==> src/rtl/giro_pos_counter.sv <==
// Position counter fed by rotation-decoder step pulses, with activity timer and 7-segment hex output.
// Optional macro GIRO_POS_SATURATE_EN: clamp count at the range ends instead of wrapping.
module giro_pos_counter #(
    parameter int WIDTH       = 4,
    parameter int IDLE_CYCLES = 20000
) (
    input  logic             clk,
    input  logic             rst,
    input  logic             ena,
    input  logic             step_cw,
    input  logic             step_ccw,
    output logic [WIDTH-1:0] count,
    output logic             dir,
    output logic             wrap_pulse,
    output logic             err_pulse,
    output logic             active,
    output logic [6:0]       seg
);

    localparam int TW = $clog2(IDLE_CYCLES);
    localparam logic [TW-1:0]    TIMER_LOAD = TW'(IDLE_CYCLES - 1);
    localparam logic [WIDTH-1:0] COUNT_MAX  = '1;

    typedef enum logic {IDLE, ACTIVE} state_t;

    state_t           state_reg, state_next;
    logic [TW-1:0]    timer_reg, timer_next;
    logic [WIDTH-1:0] count_reg, count_next;
    logic             dir_reg, dir_next;
    logic             wrap_reg, wrap_next;
    logic             err_reg, err_next;
    logic [6:0]       seg_reg, seg_next;
    logic             step_ok;

    always_comb begin
        count_next = count_reg;
        dir_next   = dir_reg;
        wrap_next  = 1'b0;
        err_next   = 1'b0;
        state_next = state_reg;
        timer_next = timer_reg;
        step_ok    = 1'b0;

        if (ena) begin
            if (step_cw && step_ccw) begin
                err_next = 1'b1;
            end else if (step_cw) begin
                step_ok  = 1'b1;
                dir_next = 1'b1;
                if (count_reg == COUNT_MAX) begin
                    wrap_next = 1'b1;
`ifdef GIRO_POS_SATURATE_EN
                    count_next = count_reg;
`else
                    count_next = '0;
`endif
                end else begin
                    count_next = count_reg + WIDTH'(1);
                end
            end else if (step_ccw) begin
                step_ok  = 1'b1;
                dir_next = 1'b0;
                if (count_reg == '0) begin
                    wrap_next = 1'b1;
`ifdef GIRO_POS_SATURATE_EN
                    count_next = count_reg;
`else
                    count_next = COUNT_MAX;
`endif
                end else begin
                    count_next = count_reg - WIDTH'(1);
                end
            end

            // Timer only advances on enabled cycles, so ena low stretches the window.
            case (state_reg)
                IDLE: begin
                    if (step_ok) begin
                        state_next = ACTIVE;
                        timer_next = TIMER_LOAD;
                    end
                end
                ACTIVE: begin
                    if (step_ok) begin
                        timer_next = TIMER_LOAD;
                    end else if (timer_reg == '0) begin
                        state_next = IDLE;
                    end else begin
                        timer_next = timer_reg - TW'(1);
                    end
                end
                default: state_next = IDLE;
            endcase
        end
    end

    always_comb begin
        seg_next = 7'b0000000;
        case (count_reg[3:0])
            4'h0: seg_next = 7'b0111111;
            4'h1: seg_next = 7'b0000110;
            4'h2: seg_next = 7'b1011011;
            4'h3: seg_next = 7'b1001111;
            4'h4: seg_next = 7'b1100110;
            4'h5: seg_next = 7'b1101101;
            4'h6: seg_next = 7'b1111101;
            4'h7: seg_next = 7'b0000111;
            4'h8: seg_next = 7'b1111111;
            4'h9: seg_next = 7'b1101111;
            4'hA: seg_next = 7'b1110111;
            4'hB: seg_next = 7'b1111100;
            4'hC: seg_next = 7'b0111001;
            4'hD: seg_next = 7'b1011110;
            4'hE: seg_next = 7'b1111001;
            4'hF: seg_next = 7'b1110001;
            default: seg_next = 7'b0000000;
        endcase
    end

    always_ff @(posedge clk) begin
        if (rst) begin
            state_reg <= IDLE;
            timer_reg <= '0;
            count_reg <= '0;
            dir_reg   <= 1'b0;
            wrap_reg  <= 1'b0;
            err_reg   <= 1'b0;
            seg_reg   <= 7'b0111111;
        end else begin
            state_reg <= state_next;
            timer_reg <= timer_next;
            count_reg <= count_next;
            dir_reg   <= dir_next;
            wrap_reg  <= wrap_next;
            err_reg   <= err_next;
            // seg is a one-stage pipeline of count, so it always tracks the held value.
            seg_reg   <= seg_next;
        end
    end

    assign count      = count_reg;
    assign dir        = dir_reg;
    assign wrap_pulse = wrap_reg;
    assign err_pulse  = err_reg;
    assign active     = (state_reg == ACTIVE);
    assign seg        = seg_reg;

endmodule

==> config.mk <==
export PLATFORM = sky130hd
export DESIGN_NAME = giro_pos_counter
export DESIGN_NICKNAME = d
export VERILOG_FILES = /design/src/rtl/giro_pos_counter.sv
export SDC_FILE = /design/constraint.sdc
export NUM_CORES = 1
export LEC_CHECK = 0
export ABC_AREA = 1
export BUFFER_PORTS_ARGS = -buffer_cell sky130_fd_sc_hd__buf_2
export CORE_MARGIN = 2
export CORE_UTILIZATION = 34
export DETAILED_ROUTE_END_ITERATION = 16
export GPL_ROUTABILITY_DRIVEN = 1
export HOLD_SLACK_MARGIN = 0.08
export PLACE_DENSITY = 0.54
export SYNTH_ARGS = -nofsm -noshare
export SYNTH_HDL_FRONTEND = slang
export SYNTH_SLANG_ARGS = --single-unit
==> constraint.sdc <==
create_clock -name clk -period 1.7 [get_ports clk]
set_input_delay 0.17 -clock clk [delete_from_list [all_inputs] [get_ports clk]]
set_output_delay 0.17 -clock clk [all_outputs]
set_load 0.1 [all_outputs]
After elaboration in Yosys (flattened, before gate mapping)
Memories as Yosys holds them, arrays and structs flattened. A register that Yosys moved wholly into a read port is not among the register bits. Cells that the tools add are included.

Register bits: 23. Bits in latches: 0. Bits in writable memories: 0. ROM bits: 112. Memories kept: 1.

Add/sub/neg operators: 3. Multiply operators: 0. Div/mod/pow operators: 0. Magnitude comparators: 0. Eq/ne operators: 3. Shifts and indexed selects: 0. Muxes and demuxes: 23. Bitwise gates (word level): 3. Reductions and logical operators: 8.

Memories: (no name shown) (words 16, width 7, rd ports 1, clocked after memory_dff 1, write ports 0, line 99) `case (count_reg[3:0])`.

Operator list (count): 15-bit 2-to-1 mux (3); 15-bit one-hot mux with 2 select lines (1); 4-bit 2-to-1 mux (4); 15-bit logical NOT (1); 15-bit by 1-bit subtractor with 15-bit output, second input constant (1); 1-bit 2-to-1 mux (14); 3-bit AND reduction (2); 4-bit by 1-bit adder with 4-bit output, second input constant (1); 4-bit equality test, second input constant (1); 4-bit logical NOT (1); 4-bit by 1-bit subtractor with 4-bit output, second input constant (1); 3-bit by 2-bit inequality test with 1-bit output, second input constant (1); 1-bit NOT (3); 3-bit OR reduction (1); 2-bit inequality test, second input constant (1); 1-bit one-hot mux with 2 select lines (1); 2-bit nonzero test (1); 2-bit OR reduction (1); 1-bit logical AND (1).

Depth between registers and ports, before layout
Depth after elaboration: 6. Gate-level depth with buffers: 12.

Worst setup path after synthesis
OpenSTA, ideal clock, no wires.

Kind: reg2reg. From: register count_reg[0] (netlist: count[0]). To: register count_reg[3] (netlist: count[3]). Setup time: 118 ps. Arrival time: 2126 ps. Required time: 1582 ps. Path slack: -545 ps. Cell stages (with the launch flop): 10. Path buffers: 0. Clock period less this slack: 2245 ps. Path through: dfxtp_1 inv_1 ha_1 inv_1 nor2_1 inv_1 o21ai_1 nand3b_1 o211ai_1 inv_1.

Word-level cells in the longest chain between the ends: 4. Elaborated cells on any way between the ends: 8. Those cells by class: 2 x add/sub; 1 x eq/ne; 4 x mux; 1 x reduce/logical.

RTL lines: start, declared (line 28) `logic [WIDTH-1:0] count_reg, count_next;`; start signal, assigned (line 132) `count_reg <= count_next;`; 4-bit by 1-bit subtractor with 4-bit output / 4-bit logical NOT (equally long branches) (line 71, 63); 4-bit 2-to-1 mux (line 63) `if (count_reg == '0) begin`; 4-bit 2-to-1 mux (line 60) `end else if (step_ccw) begin`; 4-bit 2-to-1 mux * (line 47) `end else if (step_cw) begin`.

Mark *: on every way between the ends. The rest lies on a longest branch, timed or not. The select of a mux whose other input is x is not followed. A chain may end at the register's enable or synchronous reset.

Worst setup path after layout
From: register timer_reg[4]. To: register timer_reg[2].

Word-level cells in the longest chain between the ends: 3.

RTL lines: start, declared (line 27) `logic [TW-1:0] timer_reg, timer_next;`; start signal, assigned (line 131) `timer_reg <= timer_next;`; 15-bit logical NOT (line 86) `end else if (timer_reg == '0) begin`; 3-bit by 2-bit inequality test with 1-bit output (no line); 3-bit AND reduction (no line).

No other way between the ends.

==> impl_metrics.toml <==
[sta]
post-route-min-period_ns = 1.54
fin_skew_ns = 0.00648
slew_violations = 0
fmax_mhz = 650
setup_ws_ns = 0.161
finalSetupTns_ns = 0
finalHoldViolCount = 0
fin_crit_sh = 0.905
rsz0062_at_grt = "no"
tightest_slew_ns = 0.488
setup_violations = 0
relSlewSlack = 0.677

[synth]
synth_edf_count = 0
async_reset_ff_frac = 0
synth-seq-cells = 30
synthMostInstantiatedCell = "nand2_1"
synthCells = 257
synthTopCellsByCount = "nand2_1 (58), nor2_1 (36), inv_1 (34), dfxtp_1 (30), nand3_1 (21)"
avgSynthCellArea_um2 = 6.73
yosys.area.top_type = "dfxtp_1"
synth_nets = 272
ys_types = 30
synth.area.top_cells = "dfxtp_1 (35%), nand2_1 (13%), nor2_1 (7.8%), inv_1 (7.4%), ha_1 (7.2%)"
syn_area_mm2 = 0.00173
ys_seq_area_frac = 0.347
yosys_warnings = 0
synth_top_area_frac = 0.347
dominantRegCellSynth = "dfxtp_1"

[critical_path]
cp-end-kind = "register"
crit_type = "register to register"
start_kind = "register"
crit_required_ns = 1.92
cp_max_fo = 18
reg2reg_setup_slack_ns = 0.16
arrival_ns = 1.76

[job]
cap_violations = 0

[layout]
fillers = 548
diodes = 0
nNetsFinal = 311
multi_input_area_um2 = 973
largest_reg_flops = 15
drive_above_1_share = 0.213
seqCellArea_um2 = 612
area_growth_pct = 23.0

[die]
boundaryPins = 20
die_x_um = 75.3
coreArea_mm2 = 0.00482
start_util = 0.359
die_h_um = 75.3
die-area_mm2 = 0.00567
row_count = 25

[routing]
dr.first_iter.drc_count = 83
wirelength_mm = 4.28
drt-pass1-iter-count = 4
wl_per_cell_um = 11.8
drcViolationCount = 0
vias = 1709
via_per_inst = 4.71
ant_nets = 0

[power_and_ir_drop]
clkPwrFrac = 0.257
internal_power_mw = 1.34
power_frac_seq = 0.364
power.total_mw = 2.26
vdd_drop_max_mv = 0.558
power.density_mw_per_mm2 = 1060
sw_frac_of_total = 0.408
power.leakage_nw = 1.01
combPwrFrac = 0.379
p_sw_mw = 0.923

[global_routing]
grt_pass1_wl_mm = 7.03
grt_pass1_vias = 1510
grt_usage = 0.166
antenna_found_initial = 0
grt_max_degree = 19
overflow = 0

[clock_tree]
cts.sinks = 30
clk_pin_slew_ns = 0.06
h-tree-depth = 2
cts_root_buffer = "clkbuf_8"
cts_buffer_depth = 2
ctsResizeCount = 0
cts_tree = "yes"
cts-buffers-inserted = 5
clk_latency_ns = 0.28
postCtsSetupBuffers = 0
ctsHoldBuffers = 0

[place]
post-place-ws_ns = 0.0909
hpwl_mm = 3.24
port-buffer-count = 19
gp_congestion = 0.855

[run_status]
status = "finished, final reports clean"

[worst_hold_path]
hp-class = "input port to register"
==> final timing paths <==
| kind | startpoint | cells past startpoint | end |
|---|---|---|---|
| hold / removal | ena | 3 | err_pulse |
| setup / recovery | timer_reg[4] | 10 | timer_reg[2] |
| setup reg to reg | timer_reg[4] | 10 | timer_reg[2] |
| hold reg to reg | timer_reg[1] | 2 | timer_reg[1] |
==> kinds of logic after synthesis <==
group	synth area share
xor gates and xnor gates	0.00507
adders and majority gates	0.0724
and+or+nand+nor	0.339
AOI/OAI and AO/OA	0.141
DFF	0.347
buffers and inverters	0.0948
==> power groups by stage <==
| stage | clock network (mW) | logic [mW] | registers (mW) |
|---|---|---|---|
| floorplan | 0 | 0.397 | 1.08 |
| global placement | 0 | 0.854 | 0.839 |
| detailed placement | 0 | 0.852 | 0.841 |
| CTS | 0.604 | 0.856 | 0.825 |
| global route | 0.636 | 0.947 | 0.833 |
| finish | 0.581 | 0.858 | 0.825 |
==> per-layer routing <==
| metal | share of wire | track usage |
|---|---|---|
| met1 | 0.53 | 0.240 |
| met2 | 0.41 | 0.234 |
| met3 | 0.042 | 0.0489 |
| met4 | 0.013 | 0.0604 |
| met5 | 0 | 0 |
==> worst max-delay path, cell delays in order, from the launching register on <==
cell,delay [ns]
dfxtp_1,0.31
nor2_1,0.22
nand2_1,0.10
nor2_2,0.14
nand2_1,0.09
nand2_2,0.12
nand2_8,0.13
buf_4,0.17
nand2_2,0.04
nand2_1,0.05
a21oi_2,0.10
==> metrics by stage <==
| step | utilization | hold slack (ns) | cells | instance area [um^2] |
|---|---|---|---|---|
| final | 0.442 | 0.174 | 363 | 2130 |
| after global routing | 0.442 | 0.178 | 363 | 2130 |
| after CTS | 0.439 | 0.167 | 363 | 2120 |
| after detailed placement | 0.422 | 0.463 | 356 | 2030 |
| after global placement | 0.422 | 0.465 | 356 | 2030 |
| after floorplan | - | 0.314 | 257 | 1740 |
==> layout by cell type (no fill, tap or decap), drive strengths merged <==
cell	synthesis	routed
clkbuf	4	7
o221ai	1	1
a211oi	2	2
buf	2	38
a21o	1	1
nand3b	2	2
inv	34	35
o21bai	1	1
nand2	63	63
nor3	1	1
nand3	22	22
ha	10	10
xor2	1	1
nand4	7	7
dfxtp	30	30
o211ai	2	2
nor2	38	38
or2	1	1
a21oi	18	18
a31oi	1	1
o32ai	1	1
o21ai	14	14
==> cell type report <==
type / instances / area share
inverters: 35 / 0.0629
well taps: 67 / 0.0394
repair buffers: 38 / 0.112
multi-input cells: 186 / 0.458
clock buffers: 7 / 0.0406
flip-flops and latches: 30 / 0.288
Power figures use the tool's default switching activity.
